$ cat src/rtl/pwm_capture.sv
// pwm_capture: recovers the duty value of a PWM waveform built from a 2^W-step
// ramp advancing on the shared tick strobe. High ticks are counted over one full
// ramp period and published with a one-cycle valid strobe plus line status.
// The "static" status output is named is_static because static is a reserved
// word in SystemVerilog.
module pwm_capture #(
    parameter int W           = 8,
    parameter int SYNC_STAGES = 2
) (
    input  logic         clk,
    input  logic         rst,
    input  logic         en,
    input  logic         tick,
    input  logic         pwm_in,
    output logic [W-1:0] value,
    output logic         valid,
    output logic         level,
    output logic         is_static
);

    logic [SYNC_STAGES-1:0] sync_q;
    logic                   pwm_s;

    // Window timer runs down from 2^W-1; terminal count 0 marks the final tick.
    logic [W-1:0]           ticks_left;
    logic [W:0]             high_cnt;
    logic                   prev;
    logic                   primed;
    logic                   edge_seen;

    logic                   qtick;
    logic                   win_end;
    logic                   edge_now;
    logic [W:0]             high_sum;
    logic [W-1:0]           duty_sat;

    assign pwm_s    = sync_q[SYNC_STAGES-1];
    assign qtick    = en & tick;
    assign win_end  = qtick & (ticks_left == '0);
    assign edge_now = primed & (pwm_s ^ prev);
    // High count including the current tick; a constant-high window reaches 2^W.
    assign high_sum = high_cnt + (W+1)'(pwm_s);
    assign duty_sat = high_sum[W] ? '1 : high_sum[W-1:0];

    // Metastability synchronizer for the asynchronous PWM line, free-running on clk.
    always_ff @(posedge clk or posedge rst) begin
        if (rst) begin
            sync_q <= '0;
        end else begin
            sync_q <= {sync_q[SYNC_STAGES-2:0], pwm_in};
        end
    end

    // Window measurement: tick timer, high-tick count and edge tracking.
    always_ff @(posedge clk or posedge rst) begin
        if (rst) begin
            ticks_left <= '1;
            high_cnt   <= '0;
            prev       <= 1'b0;
            primed     <= 1'b0;
            edge_seen  <= 1'b0;
        end else if (!en) begin
            // prev is kept, but primed is cleared so it is not compared again
            // until a fresh qualified tick has reloaded it.
            ticks_left <= '1;
            high_cnt   <= '0;
            primed     <= 1'b0;
            edge_seen  <= 1'b0;
        end else if (tick) begin
            prev   <= pwm_s;
            primed <= 1'b1;
            if (win_end) begin
                ticks_left <= '1;
                high_cnt   <= '0;
                edge_seen  <= 1'b0;
            end else begin
                ticks_left <= ticks_left - 1'b1;
                high_cnt   <= high_sum;
                edge_seen  <= edge_seen | edge_now;
            end
        end
    end

    // Publish registers: load on the window-final tick, valid follows for one cycle.
    always_ff @(posedge clk or posedge rst) begin
        if (rst) begin
            value     <= '0;
            valid     <= 1'b0;
            level     <= 1'b0;
            is_static <= 1'b1;
        end else begin
            valid <= win_end;
            if (win_end) begin
                value     <= duty_sat;
                level     <= pwm_s;
                is_static <= ~(edge_seen | edge_now);
            end
        end
    end

endmodule

$ cat config.mk
export PLATFORM = sky130hd
export DESIGN_NAME = pwm_capture
export DESIGN_NICKNAME = d
export VERILOG_FILES = /design/src/rtl/pwm_capture.sv
export SDC_FILE = /design/constraint.sdc
export NUM_CORES = 1
export LEC_CHECK = 0
export ABC_AREA = 1
export BUFFER_PORTS_ARGS = -buffer_cell sky130_fd_sc_hd__buf_2
export CAP_MARGIN = 40
export CORE_MARGIN = 2
export CORE_UTILIZATION = 52
export DETAILED_ROUTE_END_ITERATION = 8
export GPL_TIMING_DRIVEN = 1
export HOLD_SLACK_MARGIN = 0.05
export PLACE_DENSITY_LB_ADDON = 0.12
export SLEW_MARGIN = 20
export SYNTH_ARGS = -nofsm -noshare
export SYNTH_HDL_FRONTEND = slang
export SYNTH_SLANG_ARGS = --single-unit
export TNS_END_PERCENT = 20
$ cat constraint.sdc
create_clock -name clk -period 4.55 [get_ports clk]
set_clock_uncertainty 0.1 [all_clocks]
set_input_delay 0.455 -clock clk [delete_from_list [all_inputs] [get_ports clk]]
set_output_delay 0.455 -clock clk [all_outputs]
set_load 0.1 [all_outputs]
Yosys cells after proc, flatten, opt, wreduce, memory -nomap -nowiden --
Index checks and enable logic that the tools add are counted.
Word-level totals: flip-flop bits (word level) 33, bits of input ports 5, logic and storage cells 33
Cells by class: $add $sub $neg 2, eq/ne operators 1, multiplexer cells 12, bitwise logic cells 6, reductions and logical operators 2
Operators by type and width (number):
- 8-bit 2-to-1 mux | 4
- 9-bit 2-to-1 mux | 3
- 9-bit by 1-bit adder with 9-bit output | 1
- 8-bit zero test | 1
- 8-bit by 1-bit subtractor with 8-bit output (second input constant) | 1
- 1-bit 2-to-1 mux | 5
- 1-bit AND | 3
- 2-bit by 1-bit inequality test with 1-bit output (second input constant) | 1
- 2-bit AND reduction | 1
- 1-bit NOT | 1
- 1-bit OR | 1
- 1-bit bitwise XOR | 1

Longest topological paths before layout --
Gate-level depths: netlist of run 1.
depth in word-level cells 6, depth in mapped cells 10

Least setup slack after synthesis of run 1 --
OpenSTA, ideal clock, no wires.
path type register to register, start reg sync_q[1], end reg value[7], library setup time 0.120 ns, arrival time 1.330 ns, path slack 3.001 ns, stages on the path, launching flop included 11, cells stage by stage dfrtp_1 > ha_1 > ha_1 > nand3_2 > inv_1 > nand2_1 > nand2_1 > nand2_2 > nand2_1 > nand2_1 > nand2_1
Between the ends: cells in the longest elaborated chain, start to end 2
Ends and longest elaborated chain:
- start, declared | line 21 | logic [SYNC_STAGES-1:0] sync_q;
- start signal, assigned | line 50 | sync_q <= {sync_q[SYNC_STAGES-2:0], pwm_in};
- 9-bit by 1-bit adder with 9-bit output | line 42 | assign high_sum = high_cnt + (W+1)'(pwm_s);
- 8-bit 2-to-1 mux | line 43 | assign duty_sat = high_sum[W] ? '1 : high_sum[W-1:0];
- end signal, assigned | line 94 | value <= duty_sat;
- end, declared | line 15 | output logic [W-1:0] value,
No other way between the ends. A chain may end at the register's enable or synchronous reset.

Final worst setup path of run 1 --
start reg is_static, end out is_static
RTL lines:
- start, declared | line 18 | output logic is_static
- start signal, assigned | line 96 | is_static <= ~(edge_seen | edge_now);
No word-level cell between the ends.

==> results of run 1 <==
per-stage QoR:
stage                     total power (W)  worst slack [ns]  cell area [um^2]
after floorplan                  0.000355              3.00              1620
after global placement           0.000366              2.84              1720
after detailed placement         0.000369              2.82              1720
after CTS                        0.000528              2.68              1770
after global routing             0.000547              2.65              1770
final                            0.000519              2.71              1770
sequential cells by signal, indices dropped and copies added, names as in the netlist:
register / cells
prev: 1
sync_q: 2
high_cnt: 9
edge_seen: 1
valid: 1
primed: 1
is_static: 1
value: 8
level: 1
ticks_left: 8
kinds of logic (layout without fill, tap and decap cells):
| family | Yosys count | count (layout) | share of synthesized area |
|---|---|---|---|
| AOI/OAI and AO/OA | 25 | 25 | 0.0910 |
| DFF | 33 | 33 | 0.516 |
| adders and majority gates | 3 | 3 | 0.0231 |
| xor gates and xnor gates | 3 | 3 | 0.0162 |
| and+or+nand+nor | 103 | 103 | 0.284 |
| buffers and inverters | 25 | 47 | 0.0702 |
final cells by class:
| class | instances | area (um^2) |
|---|---|---|
| Clock buffer | 8 | 48.8 |
| Sequential cell | 33 | 837 |
| Tap cell | 33 | 41.3 |
| Multi-Input combinational cell | 134 | 672 |
| Fill cell | 280 | 1230 |
| Inverter | 23 | 91.3 |
| Timing Repair Buffer | 16 | 82.6 |
final timing paths:
| check | startpoint | end | slack (ns) | cells after the start |
|---|---|---|---|---|
| worst min-delay path | rst | prev | 0.07 | 3 |
| worst min register to register | sync_q[0] | sync_q[1] | 0.25 | 0 |
| min in group clk | pwm_in | sync_q[0] | 0.12 | 1 |
| worst max register to register | sync_q[1] | value[5] | 2.81 | 10 |
| max in group asynchronous | rst | ticks_left[5] | 3.94 | 3 |
| worst max-delay path | is_static | is_static | 2.71 | 1 |
synthesized netlist by cell type (all sizes together):
library cell	count
a31oi	1
dfstp	9
buf	2
inv	22
nor2	23
a22oi	2
xor2	2
o21ai	12
o22ai	5
nand3	8
dfrtp	24
xnor2	1
a21oi	4
clkinv	1
ha	3
nand2	67
nand4	2
nor4	1
nand3b	1
o21a	1
or2	1
routing by layer:
| metal | routed length, um | share of wire | up-vias |
|---|---|---|---|
| met1 | 1440 | 0.44 | 608 |
| met3 | 143 | 0.044 | 8 |
| li1 | - | - | 651 |
| met5 | 0 | 0 | - |
| met2 | 1600 | 0.49 | 23 |
| met4 | 77 | 0.024 | 0 |
power by group:
part | switching, W | internal (W) | leakage (nW) | total (W)
clock | 0.0000954 | 0.0000615 | 0.0265 | 0.000157
combinational | 0.0000329 | 0.0000148 | 0.487 | 0.0000477
sequential | 0.00000508 | 0.000310 | 0.421 | 0.000315
==> summary.md, run 1 <==
| Metric | Value |
|---|---|
| Status | `complete, no violations` |
| Min cycle time layout | `1.84 ns` |
| Syn. warnings | `0` |
| Clk buf depth | `2` |
| Worst path top cell family by delay | `flip-flops` |
| Root buf cell | `clkbuf_4` |
| Vias per cell | `5.22` |
| Layout cells sized above 1 | `0.224` |
| Die ar. | `0.00358 mm^2` |
| Commonest cells after routing, fill and taps aside | `nand2_1 (63), dfrtp_1 (24), nor2_1 (19)` |
| Clock Latency Late Sink | `between 0.3 and 0.4 ns` |
| Net Count, Synth | `200` |
| Final Core Density | `0.590` |
| I/O Buffers | `15` |
| Detailed Place HPWL | `2370 um` |
| Count of final hold-check violations | `0` |
| Synthesized area per cell | `roughly 8.5 um^2` |
| CTS tree | `done` |
| Routed Antenna Nets | `0` |
| Maximum VDD drop | `roughly 220 uV` |
| Max-cap viol count | `0` |
| Busiest grt layer | `met2` |
| Vias in the first global route | `1287` |
| Clk slew on worst S/H paths | `0.10 ns` |
| Leak | `0.934 nW` |
| Cells after synthesis | `192` |
| Core region area | `0.00300 mm^2` |
| Rel. slew slack | `0.674` |
| Dpl cells | `239` |
| Dominant cell type by area after synthesis | `dfrtp_1` |
| Wire per inst | `13.2 um` |
| Slowest stage delay, CP | `0.53 ns` |
| Slowest stage cell, crit path | `dfstp_2` |
| Die height | `59.9 um` |
| Initial DRC count | `63` |
| Worst path required time | `3.99 ns` |
| Total number of vias | `1290` |
| Synth top area cells | `dfrtp_1 (37%), dfstp_2 (15%), nand2_1 (15%)` |
| Post-synth cell types | `28` |
| Cell breakdown of the critical path | `buf_2` |
| Register area share after synthesis | `0.516` |
| Yosys reg bits | `33` |
| Final Setup Violations | `0` |
| Post-route DRC | `0` |
| GRT met2 Usage | `0.356` |
| Cell Count, Final, Fillers Out | `roughly 250` |
| Worst-path fanout max | `2` |
| Clock sink count | `33` |
| Final Cycle Share | `0.404` |
| Global route overflow | `0` |
| Min-Delay Path Class | `primary input to asynchronous set/reset pin` |
| Hold_buf cts | `0` |
| WP data arrival | `1.28 ns` |
| Share of the synthesized area in the top cell type | `0.370` |
| CTS Buf Count | `5` |
| I/O Pins | `16` |
| Cell Pwr Density | `293 mW/mm^2` |
| Final hold slack | `0.0745 ns` |
| WS Path Type | `register to output pin` |
| GRT met3 Usage | `0.0736` |
| Final Max Tran Viols | `0` |
| Most common cell after layout, fill and taps aside | `nand2_1` |
| First-pass GRT wire length | `about 5700 um` |
| Total Wirelength | `3260 um` |
| Unrepaired setup endpoints after global routing | `no` |
| Detailed Routing Iterations Pass 1 | `4` |
| Crit end category | `output pin` |
| M1 GR Usage | `0.267` |
| # rows | `20` |
| Initial antenna violation count | `0` |
| Worst slew pin tran | `0.492 ns` |
| Largest net degree at the start of global routing | `34` |
| Gr usage total | `0.222` |
| Final Wtd Congestion | `0.815` |
| Post-CTS Setup Repair Bufs | `0` |
| Mapped cell area | `0.00162 mm^2` |
| Layout area overhead | `9.25%` |
| Die Wd | `~60 um` |
| Nets | `221` |
| Startpoint types | `register` |
| Resize count post-CTS | `0` |
| Max Clk Rate | `0.544 GHz` |
| Setup TNS | `0 ns` |
| Starting Density | `0.540` |
| CTS H-tree lvls | `2` |
| Sum of buffers and inverters on the critical path | `1` |
| Ant diodes | `0` |
Power figures use the tool's default switching activity.
==> inputs of run 2 (changes only) <==
==> constraint.sdc (replaced) <==
create_clock -name clk -period 1.55 [get_ports clk]
set_clock_uncertainty 0.1 [all_clocks]
set_input_delay 0.155 -clock clk [delete_from_list [all_inputs] [get_ports clk]]
set_output_delay 0.155 -clock clk [all_outputs]
set_load 0.1 [all_outputs]
==> run 2 against run 1 <==
Critical endpoint is now value[5]; setup slack got worse by 2.7 ns; die area did not move; final cell count rose by 6.1%; largest power group unchanged; the flow now finishes with violations (setup timing); global-route usage rose by 0.20 points.
==> summary.md, run 2 (same netlist as run 1, synthesis figures left out) <==
| Metric | Value |
|---|---|
| Layout cells sized above 1 | `0.319` |
| Clk buf depth | `2` |
| Detailed Routing Iterations Pass 1 | `4` |
| Min cycle time layout | `between 1.5 and 2 ns` |
| Leak | `1.02 nW` |
| Vias in the first global route | `1327` |
| Starting Density | `0.540` |
| Largest registers | `high_cnt x9, ticks_left x8, value x8` |
| Fill count | `241` |
| Count of final hold-check violations | `0` |
| Global route overflow | `0` |
| Worst-path fanout max | `5` |
| Setup TNS | `-0.112 ns` |
| I/O Buffers | `15` |
| # rows | `20` |
| Slowest stage cell, crit path | `dfrtp_1` |
| Core region area | `0.00300 mm^2` |
| Worst slew pin tran | `0.487 ns` |
| Startpoint types | `register` |
| Detailed Place HPWL | `2310 um` |
| Final Cycle Share | `1.02` |
| Maximum VDD drop | `621 uV` |
| Initial antenna violation count | `0` |
| Slowest stage delay, CP | `approximately 0.42 ns` |
| Cell breakdown of the critical path | `nand2_1 > nor2_1 > nand3_4 > nand2_4 > nand2_1 > nand2_1 > nand2_1` |
| Final Setup Violations | `5` |
| CTS tree | `done` |
| I/O Pins | `16` |
| Die ar. | `0.00358 mm^2` |
| Ant diodes | `0` |
| Min-Delay Path Class | `register to register` |
| WP data arrival | `1.72 ns` |
| Nets | `236` |
| Layout area overhead | `24.2%` |
| Post-route setup slack | `-0.0348 ns` |
| Rel. slew slack | `0.677` |
| Total Wirelength | `3470 um` |
| Clock Latency Late Sink | `0.34 ns` |
| Final Max Tran Viols | `0` |
| CTS H-tree lvls | `2` |
| Max Clk Rate | `0.631 GHz` |
| WS Path Type | `register to register` |
| First-pass GRT wire length | `5840 um` |
| Most common cell after layout, fill and taps aside | `nand2_1` |
| Largest net degree at the start of global routing | `34` |
| Clk slew on worst S/H paths | `0.10 ns` |
| Worst path required time | `approximately 1.7 ns` |
| Vias per cell | `~5.3` |
| Final Wtd Congestion | `0.927` |
| Wire per inst | `13.3 um` |
| Dpl cells | `249` |
| Register area | `837 um^2` |
| Initial DRC count | `37` |
| Status | `complete, but fails checks` |
| Failing checks | `setup timing` |
| Multi-input gate area | `roughly 780 um^2` |
| Die Wd | `59.9 um` |
| Post-route DRC | `0` |
| Largest register FFs | `9` |
| Largest Register | `high_cnt` |
| Cell Count, Final, Fillers Out | `262` |
| Root buf cell | `clkbuf_4` |
| Die height | `between 50 and 60 um` |
| Crit end category | `register` |
| CTS Buf Count | `5` |
| Clock sink count | `33` |
| Routed Antenna Nets | `0` |
| Final Core Density | `0.671` |
| Commonest cells after routing, fill and taps aside | `nand2_1 (58), dfrtp_1 (24), nor2_1 (18)` |
| Total number of vias | `1385` |
| Most frequent CP cell | `nand2_1` |
| Cell Pwr Density | `815 mW/mm^2` |
| Max-cap viol count | `0` |
| Unrepaired setup endpoints after global routing | `yes` |
| Gr usage total | `0.224` |
run 2: through the flow:
stage / instance area, um^2 / power [W] / worst slack (ns) / hold WS, ns
after floorplan: 1620 / 0.00104 / 0.000643 / 0.0864
after global placement: 1800 / 0.00111 / -0.0333 / 0.151
after detailed placement: 1800 / 0.00112 / -0.0561 / 0.162
after CTS: 1930 / 0.00164 / 0.0229 / 0.266
after global routing: 2020 / 0.00172 / -0.121 / 0.274
final: 2020 / 0.00164 / -0.0348 / 0.264
run 2: final cells by class:
cell class | count | area share
repair buffers | 30 | 0.0993
multi-input cells | 135 | 0.389
well taps | 33 | 0.0205
clock buffers | 8 | 0.0292
flip-flops and latches | 33 | 0.415
inverters | 23 | 0.0466
run 2: timing repair:
action / CTS / global route
buffers inserted: 0 / 0
pin swaps: 1 / 5
cloned: 1 / 0
endpoints found under the hold margin: 29 / 0
resized for setup: 8 / 19
setup endpoints to repair: 14 / 19
hold buffers: 4 / 0
run 2: worst max-delay path, delay by kind of cell (launching register included):
family	cells	cell delay, ns
flip-flops	1	0.42
AND/OR/NAND/NOR	7	0.95
run 2: worst paths after layout:
kind                                   from         to  slack, ns  depth (start not counted)
worst max-delay path            high_cnt[4]   value[5]      -0.03                          7
worst min-delay path              sync_q[0]  sync_q[1]       0.26                          0
worst max register to register  high_cnt[4]   value[5]      -0.03                          7
worst min register to register    sync_q[0]  sync_q[1]       0.26                          0
max in group asynchronous               rst  is_static       0.66                          4
min in group asynchronous               rst      valid       0.34                          4
run 2: report_power, final:
part | switching (W) | leakage, nW | internal, W
registers | 0.0000143 | 0.421 | 0.000909
logic | 0.000120 | 0.563 | 0.0000929
clock network | 0.000284 | 0.0326 | 0.000224
total | 0.000418 | 1.02 | 0.00122
run 2: per-layer routing:
metal  up-vias  global-route usage  routed length [um]
li1        690                   -                   -
met1       654               0.277                1480
met2        30               0.368                1760
met3        11              0.0671                 152
met4         0              0.0825                  78
met5         -                   0                   0
==> inputs of run 3 (changes only) <==
==> constraint.sdc (replaced) <==
create_clock -name clk -period 1.55 [get_ports clk]
set_clock_uncertainty 0.1 [all_clocks]
set_input_delay 0.155 -clock clk [delete_from_list [all_inputs] [get_ports clk]]
set_output_delay 0.155 -clock clk [all_outputs]
set_load 0.05 [all_outputs]
==> run 3 against run 2 <==
Sequential share of layout area increased by 0.052 points; count of clock-buffer cells in the layout unchanged; sequential power is essentially flat; non-clock buffer count unchanged; die area is the same; register-to-register slack is essentially flat; utilization fell by 0.083 points; design area is 0.12% lower; routed wire length fell by 0.32%; sequential cell count is the same; the run still ends with setup timing left; maximum frequency rose by 0.37%.
==> summary.md, run 3 (same netlist as run 1, synthesis figures left out) <==
| Metric | Value |
|---|---|
| Status | `complete, but fails checks` |
| Failing checks | `setup timing` |
| Commonest cells after routing, fill and taps aside | `nand2_1 (58), dfrtp_1 (24), nor2_1 (18)` |
| Clk buf depth | `2` |
| Cell breakdown of the critical path | `nand2_1 > nor2_1 > nand3_4 > nand2_4 > nand2_1 > nand2_1 > nand2_1` |
| Die ar. | `0.00358 mm^2` |
| Clk slew on worst S/H paths | `approximately 0.10 ns` |
| Layout cells sized above 1 | `0.319` |
| Most common cell after layout, fill and taps aside | `nand2_1` |
| WS Path Type | `register to register` |
| CTS tree | `done` |
| CTS Buf Count | `5` |
| Post-route setup slack | `-0.0290 ns` |
| Initial DRC count | `36` |
| Vias per cell | `5.24` |
| Crit end category | `register` |
| Largest net degree at the start of global routing | `34` |
| Final Cycle Share | `1.02` |
| Final Wtd Congestion | `between 0.9 and 1` |
| Min cycle time layout | `1.58 ns` |
| Cell Pwr Density | `815 mW/mm^2` |
| Total number of vias | `1373` |
| WP data arrival | `1.71 ns` |
| Routed Antenna Nets | `0` |
| Startpoint types | `register` |
| Max-cap viol count | `0` |
| Dpl cells | `between 200 and 250` |
| Number of cells on the worst reg-to-reg path | `7` |
| Global route overflow | `0` |
| Nets | `236` |
| Leak | `around 1.0 nW` |
| Cell Count, Final, Fillers Out | `262` |
| Die Wd | `59.9 um` |
| Clock sink count | `33` |
| Largest Register | `high_cnt` |
| Rel. slew slack | `0.712` |
| Register area | `about 840 um^2` |
| Starting Density | `0.540` |
| Detailed Routing Iterations Pass 1 | `4` |
| Slowest stage cell, crit path | `dfrtp_1` |
| Worst hold path cell count | `0` |
| CTS H-tree lvls | `2` |
| Largest registers | `high_cnt x9, ticks_left x8, value x8` |
| RR Startpoint | `high_cnt[4]` |
| Multi-input gate area | `around 800 um^2` |
| Worst hold path endpoint | `sync_q[1]` |
| Hold path start | `sync_q[0]` |
| Post-CTS Setup Repair Bufs | `0` |
| RR Endpoint | `value[5]` |
| Initial antenna violation count | `0` |
| Final Max Tran Viols | `0` |
| Core region area | `0.00300 mm^2` |
| Critical path startpoint | `high_cnt[4]` |
| Total Wirelength | `3460 um` |
| I/O Pins | `16` |
| Die height | `59.9 um` |
| Unrepaired setup endpoints after global routing | `yes` |
| Gr usage total | `0.224` |
| Wire per inst | `13.2 um` |
| # rows | `20` |
| Ant diodes | `0` |
| Vias in the first global route | `1327` |
| First-pass GRT wire length | `5840 um` |
| Worst-path fanout max | `5` |
| Most frequent CP cell | `nand2_1` |
| Worst slew pin tran | `0.431 ns` |
| Clock Latency Late Sink | `0.34 ns` |
| Post-route DRC | `0` |
| Slowest stage delay, CP | `roughly 0.42 ns` |
| Max Clk Rate | `0.633 GHz` |
| Count of final hold-check violations | `0` |
| I/O Buffers | `15` |
| Root buf cell | `clkbuf_4` |
| Worst path required time | `1.69 ns` |
| Fill count | `between 200 and 250` |
| Detailed Place HPWL | `around 2300 um` |
| Largest register FFs | `9` |
| Min-Delay Path Class | `register to register` |
| Final Setup Violations | `5` |
| Reg2Reg Setup Slack | `-0.03 ns` |
| Layout area overhead | `24.1%` |
| Setup TNS | `-0.0818 ns` |
| Maximum VDD drop | `622 uV` |
==> run 3: report_power, final <==
part | switching (W) | internal, W
clock network | 0.000282 | 0.000224
logic | 0.000120 | 0.0000929
registers | 0.0000144 | 0.000909
==> run 3: critical path, delay by kind of cell, from the launching register on <==
family / cells / cell delay [ns]
and+or+nand+nor: 7 / 0.95
DFF: 1 / 0.42
==> run 3: timing repair <==
item | 4_1_cts | 5_1_grt
cloned | 1 | 0
gates resized for setup | 7 | 19
hold endpoints to repair | 29 | 0
hold buffers | 4 | 0
pin swaps | 1 | 5
endpoints found under the setup margin | 13 | 19
==> run 3: how the worst max path moves through the flow <==
stage / cells after the start / slack [ns] / endpoint
6_report: 7 / -0.03 / value[5]
2_1_floorplan: 10 / 0.003 / value[7]
3_5_place_dp: 10 / -0.06 / value[7]
5_1_grt: 7 / -0.12 / value[2]
4_1_cts: 8 / 0.02 / value[3]
3_3_place_gp: 10 / -0.03 / value[6]
==> run 3: stage by stage <==
stage                     setup slack, ns  total power [W]  instance area [um^2]  hold slack (ns)   util
after floorplan                   0.00269          0.00104                  1620           0.0864      -
final                             -0.0290          0.00164                  2010            0.263  0.670
after global placement            -0.0333          0.00111                  1800            0.151  0.599
after global routing               -0.121          0.00172                  2010            0.274  0.670
after CTS                          0.0229          0.00164                  1930            0.266  0.643
after detailed placement          -0.0561          0.00112                  1800            0.162  0.599
==> run 3: cell type report <==
class,instances,share of cell area
repair buffers,30,0.0982
multi-input cells,135,0.390
flip-flops and latches,33,0.416
inverters,23,0.0466
well taps,33,0.0205
clock buffers,8,0.0292
==> run 3: routing by layer <==
metal / vias to the layer above / wire length (um) / part of all wire / GRT usage
met2: 28 / 1730 / 0.50 / 0.368
met5: - / 0 / 0 / 0
li1: 691 / - / - / -
met3: 16 / 145 / 0.042 / 0.0671
met1: 638 / 1490 / 0.43 / 0.277
met4: 0 / 105 / 0.030 / 0.0825
